==> config.mk <==
export PLATFORM = sky130hd
export DESIGN_NAME = mux4_rr_arbiter
export DESIGN_NICKNAME = d
export VERILOG_FILES = /design/src/rtl/mux4_arb_pkg.sv /design/src/rtl/mux4.sv /design/src/rtl/mux4_rr_arbiter.sv
export SDC_FILE = /design/constraint.sdc
export NUM_CORES = 1
export LEC_CHECK = 0
export CAP_MARGIN = 20
export CORE_ASPECT_RATIO = 0.5
export CORE_UTILIZATION = 30
export CTS_BUF_LIST = sky130_fd_sc_hd__clkbuf_4
export CTS_CLUSTER_SIZE = 12
export DETAILED_ROUTE_END_ITERATION = 10
export GPL_ROUTABILITY_DRIVEN = 1
export GPL_TIMING_DRIVEN = 0
export PLACE_DENSITY = 0.68
export REMOVE_ABC_BUFFERS = 1
export SKIP_CTS_REPAIR_TIMING = 1
export SYNTH_ARGS = -nofsm -noshare
export SYNTH_HDL_FRONTEND = slang
export SYNTH_SLANG_ARGS = --single-unit
==> constraint.sdc <==
create_clock -name clk -period 2.9 [get_ports clk]
set_input_delay 0.29 -clock clk [delete_from_list [all_inputs] [get_ports clk]]
set_output_delay 0.29 -clock clk [all_outputs]
set_load 0.02 [all_outputs]
==> src/rtl/mux4_arb_pkg.sv <==
// Shared types and the round-robin pick function for the 4-way mux arbiter.
// Pure combinational helpers, no state.
// Backpressure is not handled here; see mux4_rr_arbiter.
package mux4_arb_pkg;

    localparam int NUM_REQ = 4;

    typedef logic [1:0] req_idx_t;

    typedef struct packed {
        logic     found;
        req_idx_t idx;
    } pick_t;

    // Scan from ptr upward (mod NUM_REQ). Iterating far-to-near lets the
    // nearest valid requester overwrite any farther one.
    function automatic pick_t rr_pick(input logic [NUM_REQ-1:0] valid,
                                      input req_idx_t           ptr);
        pick_t    res;
        req_idx_t idx;
        res.found = 1'b0;
        res.idx   = ptr;
        for (int k = NUM_REQ - 1; k >= 0; k--) begin
            idx = ptr + req_idx_t'(k);
            if (valid[idx]) begin
                res.found = 1'b1;
                res.idx   = idx;
            end
        end
        return res;
    endfunction

endpackage

==> src/rtl/mux4.sv <==
// Plain 4:1 word multiplexer, sel 0..3 picks din1..din4.
// Latency: combinational.
// Backpressure: none, pure datapath.
module mux4 #(
    parameter int WIDTH = 8
) (
    input  logic [1:0]       sel,
    input  logic [WIDTH-1:0] din1,
    input  logic [WIDTH-1:0] din2,
    input  logic [WIDTH-1:0] din3,
    input  logic [WIDTH-1:0] din4,
    output logic [WIDTH-1:0] dout
);

    always_comb begin
        dout = din1;
        unique case (sel)
            2'd0: dout = din1;
            2'd1: dout = din2;
            2'd2: dout = din3;
            2'd3: dout = din4;
        endcase
    end

endmodule

==> src/rtl/mux4_rr_arbiter.sv <==
// Round-robin arbiter steering one of four valid/ready requesters through a mux4 into a one-entry output register.
// Latency: one cycle from grant edge to out_data; full throughput while out_ready is high.
// Backpressure: in_ready drops to zero whenever the output register is full and out_ready is low.
module mux4_rr_arbiter
    import mux4_arb_pkg::*;
#(
    parameter int WIDTH = 8
) (
    input  logic               clk,
    input  logic               rst_n,
    input  logic [3:0]         in_valid,
    input  logic [WIDTH-1:0]   in_data1,
    input  logic [WIDTH-1:0]   in_data2,
    input  logic [WIDTH-1:0]   in_data3,
    input  logic [WIDTH-1:0]   in_data4,
    output logic [3:0]         in_ready,
    output logic               out_valid,
    output logic [WIDTH-1:0]   out_data,
    output logic [1:0]         out_sel,
    input  logic               out_ready
);

    logic             out_valid_q, out_valid_d;
    logic [WIDTH-1:0] out_data_q,  out_data_d;
    req_idx_t         out_sel_q,   out_sel_d;
    req_idx_t         ptr_q,       ptr_d;

    pick_t            pick;
    logic             any_valid;
    logic             load_en;
    logic             grant;
    logic [WIDTH-1:0] mux_dout;

    // any_valid is gated by reset so in_ready is zero while rst_n is low.
    always_comb begin
        pick      = rr_pick(in_valid, ptr_q);
        any_valid = pick.found && rst_n;
        load_en   = !out_valid_q || out_ready;
        grant     = load_en && any_valid;
    end

    always_comb begin
        in_ready = '0;
        if (grant) begin
            in_ready[pick.idx] = 1'b1;
        end
    end

    mux4 #(.WIDTH(WIDTH)) u_mux4 (
        .sel  (pick.idx),
        .din1 (in_data1),
        .din2 (in_data2),
        .din3 (in_data3),
        .din4 (in_data4),
        .dout (mux_dout)
    );

    always_comb begin
        out_valid_d = out_valid_q;
        out_data_d  = out_data_q;
        out_sel_d   = out_sel_q;
        ptr_d       = ptr_q;
        if (load_en) begin
            if (any_valid) begin
                out_valid_d = 1'b1;
                out_data_d  = mux_dout;
                out_sel_d   = pick.idx;
                ptr_d       = pick.idx + 2'd1;
            end else begin
                out_valid_d = 1'b0;
            end
        end
    end

    always_ff @(posedge clk or negedge rst_n) begin
        if (!rst_n) begin
            out_valid_q <= 1'b0;
            out_data_q  <= '0;
            out_sel_q   <= '0;
            ptr_q       <= '0;
        end else begin
            out_valid_q <= out_valid_d;
            out_data_q  <= out_data_d;
            out_sel_q   <= out_sel_d;
            ptr_q       <= ptr_d;
        end
    end

    assign out_valid = out_valid_q;
    assign out_data  = out_data_q;
    assign out_sel   = out_sel_q;

endmodule

# == After elaboration in Yosys (flattened, before gate mapping) ==
# Cells that the tools add are included.
# totals
regBits,13
latch_bits,0
mem_bits_rw,0
mem_bits_ro,0
in_bits,39
n_memories,0
# op_classes
n_addsub,4
multipliers,0
div,0
magnitude_cmp,6
n_eq_ne,3
shift,0
mux,17
bitwise,0
n_reduce_logical,7
# ops
cell,count
case mux 8 bit (4 select lines),1
"less-than comparator 2 x 3 -> 1 bit, second input constant",5
2-to-1 mux 3 bit,4
binary-select mux 1 bit (select 2 bit),4
2-to-1 mux 1 bit,6
"adder 2 x 1 -> 2 bit, second input constant",2
"adder 2 bit, second input constant",2
"equality test 2 bit, second input constant",2
2-to-1 mux 4 bit,1
logical AND 1 bit,3
demux 1 bit (select 2 bit),1
"equality test 2 x 1 -> 1 bit, second input constant",1
">= comparator 2 x 1 -> 1 bit, second input constant",1
logical NOT 2 bit,1
AND reduction 2 bit,1
logical NOT 1 bit,1
logical OR 1 bit,1

# == Logic depth before layout (Yosys ltp) ==
# logic_depth
depth_word,12
depth_mapped,10

# == By module ==
# A second synthesis with hierarchy kept.
# hier_totals
cells_unflattened,75
area_unflattened_um2,923.4
# by_module_without_submodules
module,n_inst,cells_each,area_each_um2,seq_area_each_um2
mux4_rr_arbiter,1,65,726.9,325.3
mux4,1,10,196.4,0.0

# == Worst setup path after synthesis ==
# No wires, ideal clock.
# synth_timing
path_type,reg-to-reg
start,register ptr_q[0]
end,"register out_data_q[5], in the netlist out_data[5]"
setup_time_ns,0.134
arrival_time_ns,1.945
required_ns,2.766
path_slack_ns,0.820
path_stages_with_launch,10
n_path_buf,1
period_less_slack_ns,2.080
cell_sequence,dfrtp_1 inv_1 a22o_1 a221oi_4 inv_1 ha_1 clkbuf_1 a221o_1 nand3_1 o211ai_1
# synth_lines
item,line,text
from (decl),mux4_rr_arbiter.sv:26,"req_idx_t ptr_q, ptr_d;"
from (signal assigned),mux4_rr_arbiter.sv:85,ptr_q <= ptr_d;
to (signal assigned),mux4_rr_arbiter.sv:83,out_data_q <= out_data_d;
to (decl),mux4_rr_arbiter.sv:24,"logic [WIDTH-1:0] out_data_q, out_data_d;"

==> out/qor.txt <==
OUTCOME
-------------------------------------------------------------------------------
Result of the run                                                  complete, no violations

SETUP PATH
-------------------------------------------------------------------------------
Crit path max-delay family                                         buffers and inverters
Number of cell instances on the worst register-to-register path               8
Reg2Reg Capture Point                                               out_data[2]
Biggest fanout along the worst timing path                                    9
Critical path class                                                input pin to output pin
Arrival time worst endpoint                                             2.53 ns
Kind of start point of the critical path                              input pin
Crit end category                                                    output pin
Worst path buffer plus inverter count                                         3
Data required time of the worst path                                    2.61 ns
Worst-case register-to-register setup slack                             0.57 ns
CP dominant cell by count                                          sky130_fd_sc_hd__clkdlybuf4s50_1
Critical path cell sequence                                        clkdlybuf4s50_1, a22o_1, a221oi_4, inv_1, ha_4, and2_1, clkdlybuf4s50_1
Launching point of the worst reg2reg path                              ptr_q[0]
Critical-path cell with the highest stage delay                    sky130_fd_sc_hd__clkdlybuf4s50_1
Slowest cell delay on critical path                                     0.53 ns

SYNTH
-------------------------------------------------------------------------------
Top FF cell, synth                                                 sky130_fd_sc_hd__dfrtp_1
Synth Area per Inst                                                  8.91 sq um
Distinct cell type count after synthesis                                     32
Post-synth design cell area                                           953 sq um
Part of the Yosys area used for sequential elements                       0.341
Number of enable-type register cells in the synthesized netlist               0
Yosys warnings                                                                0
Synthesized flop and latch total                                             13
Async S/R FF share, synth                                                  1.00
Synthesized instance count                                                  107

PLACEMENT
-------------------------------------------------------------------------------
Placement-stage worst setup slack                                     -0.328 ns
Hpwl dp                                                                 1.95 mm
Buffers added on ports                                                       53
Placer congestion estimate                                                0.770

CLOCK TREE
-------------------------------------------------------------------------------
Clock-pin slew on the worst setup and hold paths                        0.09 ns
TritonCTS buffer count                                                        3
CTS Buffer Depth                                                              2
Clock root buffer                                                  sky130_fd_sc_hd__clkbuf_4
Clock latency on the worst-skew pair                                    0.28 ns
H-tree Lvls                                                                   1
Num Clock Sinks                                                              13
CTS tree                                                                   done

DETAILED ROUTING
-------------------------------------------------------------------------------
WL per Instance                                                         12.6 um
TritonRoute pass-1 iters                                                      4
Violation count after the first detailed-route iteration                     26
Vias per std cell                                                          5.06
Final antenna-violating net count                                             0
DRC violation count after routing                                             0
Total via count in the routed design                                       1012
Detailed Route WL                                                       2.51 mm

PWR
-------------------------------------------------------------------------------
Total chip power                                                        1.15 mW
P per Cell Area                                                     725 nW/um^2
Standby leakage power                                                  0.626 nW
Worst IR drop on VDD                                                 0.000241 V

STA
-------------------------------------------------------------------------------
Final worst hold slack                                                0.0184 ns
Maximum operating frequency                                           0.355 GHz
Post-Route Setup TNS                                                       0 ns
Final Setup Violations                                                        0
Pins over their slew limit                                                    0
Period Utilization, post-route                                            0.971
Post-route minimum period                                               2.82 ns
Number of endpoints with negative hold slack in the final report              0
Worst slew pin tran                                                    0.655 ns
Setup Skew                                                           0.00889 ns
Relative slew slack                                                       0.563
Post-layout worst setup margin                                        0.0832 ns

DIE
-------------------------------------------------------------------------------
Die X-Extent                                                            81.7 um
Overall die area                                                     3420 sq um
Floorplan core area                                                  3010 sq um
FP Rows                                                                      14
Number of placed I/O pins                                                    54
Die H                                                                   41.9 um
Starting density of the core                                              0.316

GRT
-------------------------------------------------------------------------------
GRT Resource Usage Total                                                  0.157
Via count of the first global-routing pass                                  951
Total global routing overflow                                                 0
Initial antenna violation count                                               0
Global-route wire length before repair                                  4.22 mm
Maximum number of pins on one net before global-route repair                 23

FINISH
-------------------------------------------------------------------------------
Sequential cell area                                                  327 sq um
Layout cell share with drive strength beyond 1                            0.119
Most common cell after layout, fill and taps aside                 sky130_fd_sc_hd__clkdlybuf4s50_1
Utilization after layout                                                  0.527
Filler Cell Count                                                           290
Area taken by multi-input logic gates                                 606 sq um
Layout area overhead                                                      66.4%
Number of nets in the final layout                                          203
# diodes                                                                      0
Most frequent cells in the layout                                  sky130_fd_sc_hd__clkdlybuf4s50_1, sky130_fd_sc_hd__nand3_1, sky130_fd_sc_hd__dfrtp_1, sky130_fd_sc_hd__nand2_1, sky130_fd_sc_hd__nand2b_1

RUN
-------------------------------------------------------------------------------
Max-cap violations                                                            0

WORST HOLD PATH
-------------------------------------------------------------------------------
Hold Crit Class                                                    input pin to async pin

worst register-to-register path: cells and delay by family (launching register included):
| family | cells | cell delay [ns] |
|---|---|---|
| AOI/OAI and AO/OA | 4 | 1.09 |
| buffers and inverters | 2 | 0.24 |
| DFF | 1 | 0.39 |
| and+or+nand+nor | 1 | 0.08 |
| adders and majority gates | 1 | 0.40 |
layout make-up:
| cell class | count | share of cell area |
|---|---|---|
| flip-flops and latches | 13 | 0.206 |
| repair buffers | 56 | 0.352 |
| clock inverters | 1 | 0.00315 |
| well taps | 40 | 0.0315 |
| clock buffers | 3 | 0.0142 |
| multi-input cells | 82 | 0.382 |
| inverters | 5 | 0.0118 |
stage by stage:
stage	instances	instance area [sq um]
floorplan	100	913
global placement	193	1490
detailed placement	193	1490
CTS	197	1520
global route	200	1590
finish	200	1590
layer usage:
metal  vias up  track usage  part of all wire
met5         -            0                 0
met4         0       0.0211                 0
met3         0       0.0308             0.039
met2        26        0.260              0.50
met1       488        0.216              0.46
li1        498            -                 -
worst max-delay path by stage:
stage                      startpoint     endpoint  slack (ns)  cells past startpoint
after detailed placement        rst_n  in_ready[2]       -0.33                      5
after global routing      in_valid[2]  in_ready[2]     -0.0004                      7
after CTS                       rst_n  in_ready[2]       -0.33                      5
after floorplan              ptr_q[1]  out_data[0]        0.90                      8
final                     in_valid[2]  in_ready[2]        0.08                      7
after global placement          rst_n  in_ready[2]       -0.36                      5
logic make-up (layout without fill, tap and decap cells):
kind of cell    count (synthesis)  count (layout)  synth area share
compound gates                 29              29             0.276
flops                          13              13             0.341
mux                             2               2            0.0236
buf+inv                        12              65            0.0617
simple gates                   48              48             0.259
fa+ha+maj                       3               3            0.0394
sequential cells by signal (all words and copies together), names as in the netlist:
signal	cells
out_data	8
out_sel	2
ptr_q	2
out_valid	1
synthesized netlist by cell type (all sizes together) (2+ instances only):
library cell,instances,area share
buf,6,0.038
o211ai,8,0.063
nor2b,2,0.013
and2,2,0.013
nand2b,9,0.059
nor2,5,0.022
a221o,8,0.084
nand3,16,0.084
inv,5,0.020
ha,3,0.039
mux2,2,0.024
dfrtp,13,0.34
a22o,2,0.020
a21oi,6,0.043
nand2,10,0.039
report_power, final:
part | internal [mW] | switching, mW
Clock | 0.0511 | 0.0613
Sequential | 0.263 | 0.0584
Combinational | 0.366 | 0.349
Power figures use the tool's default switching activity.
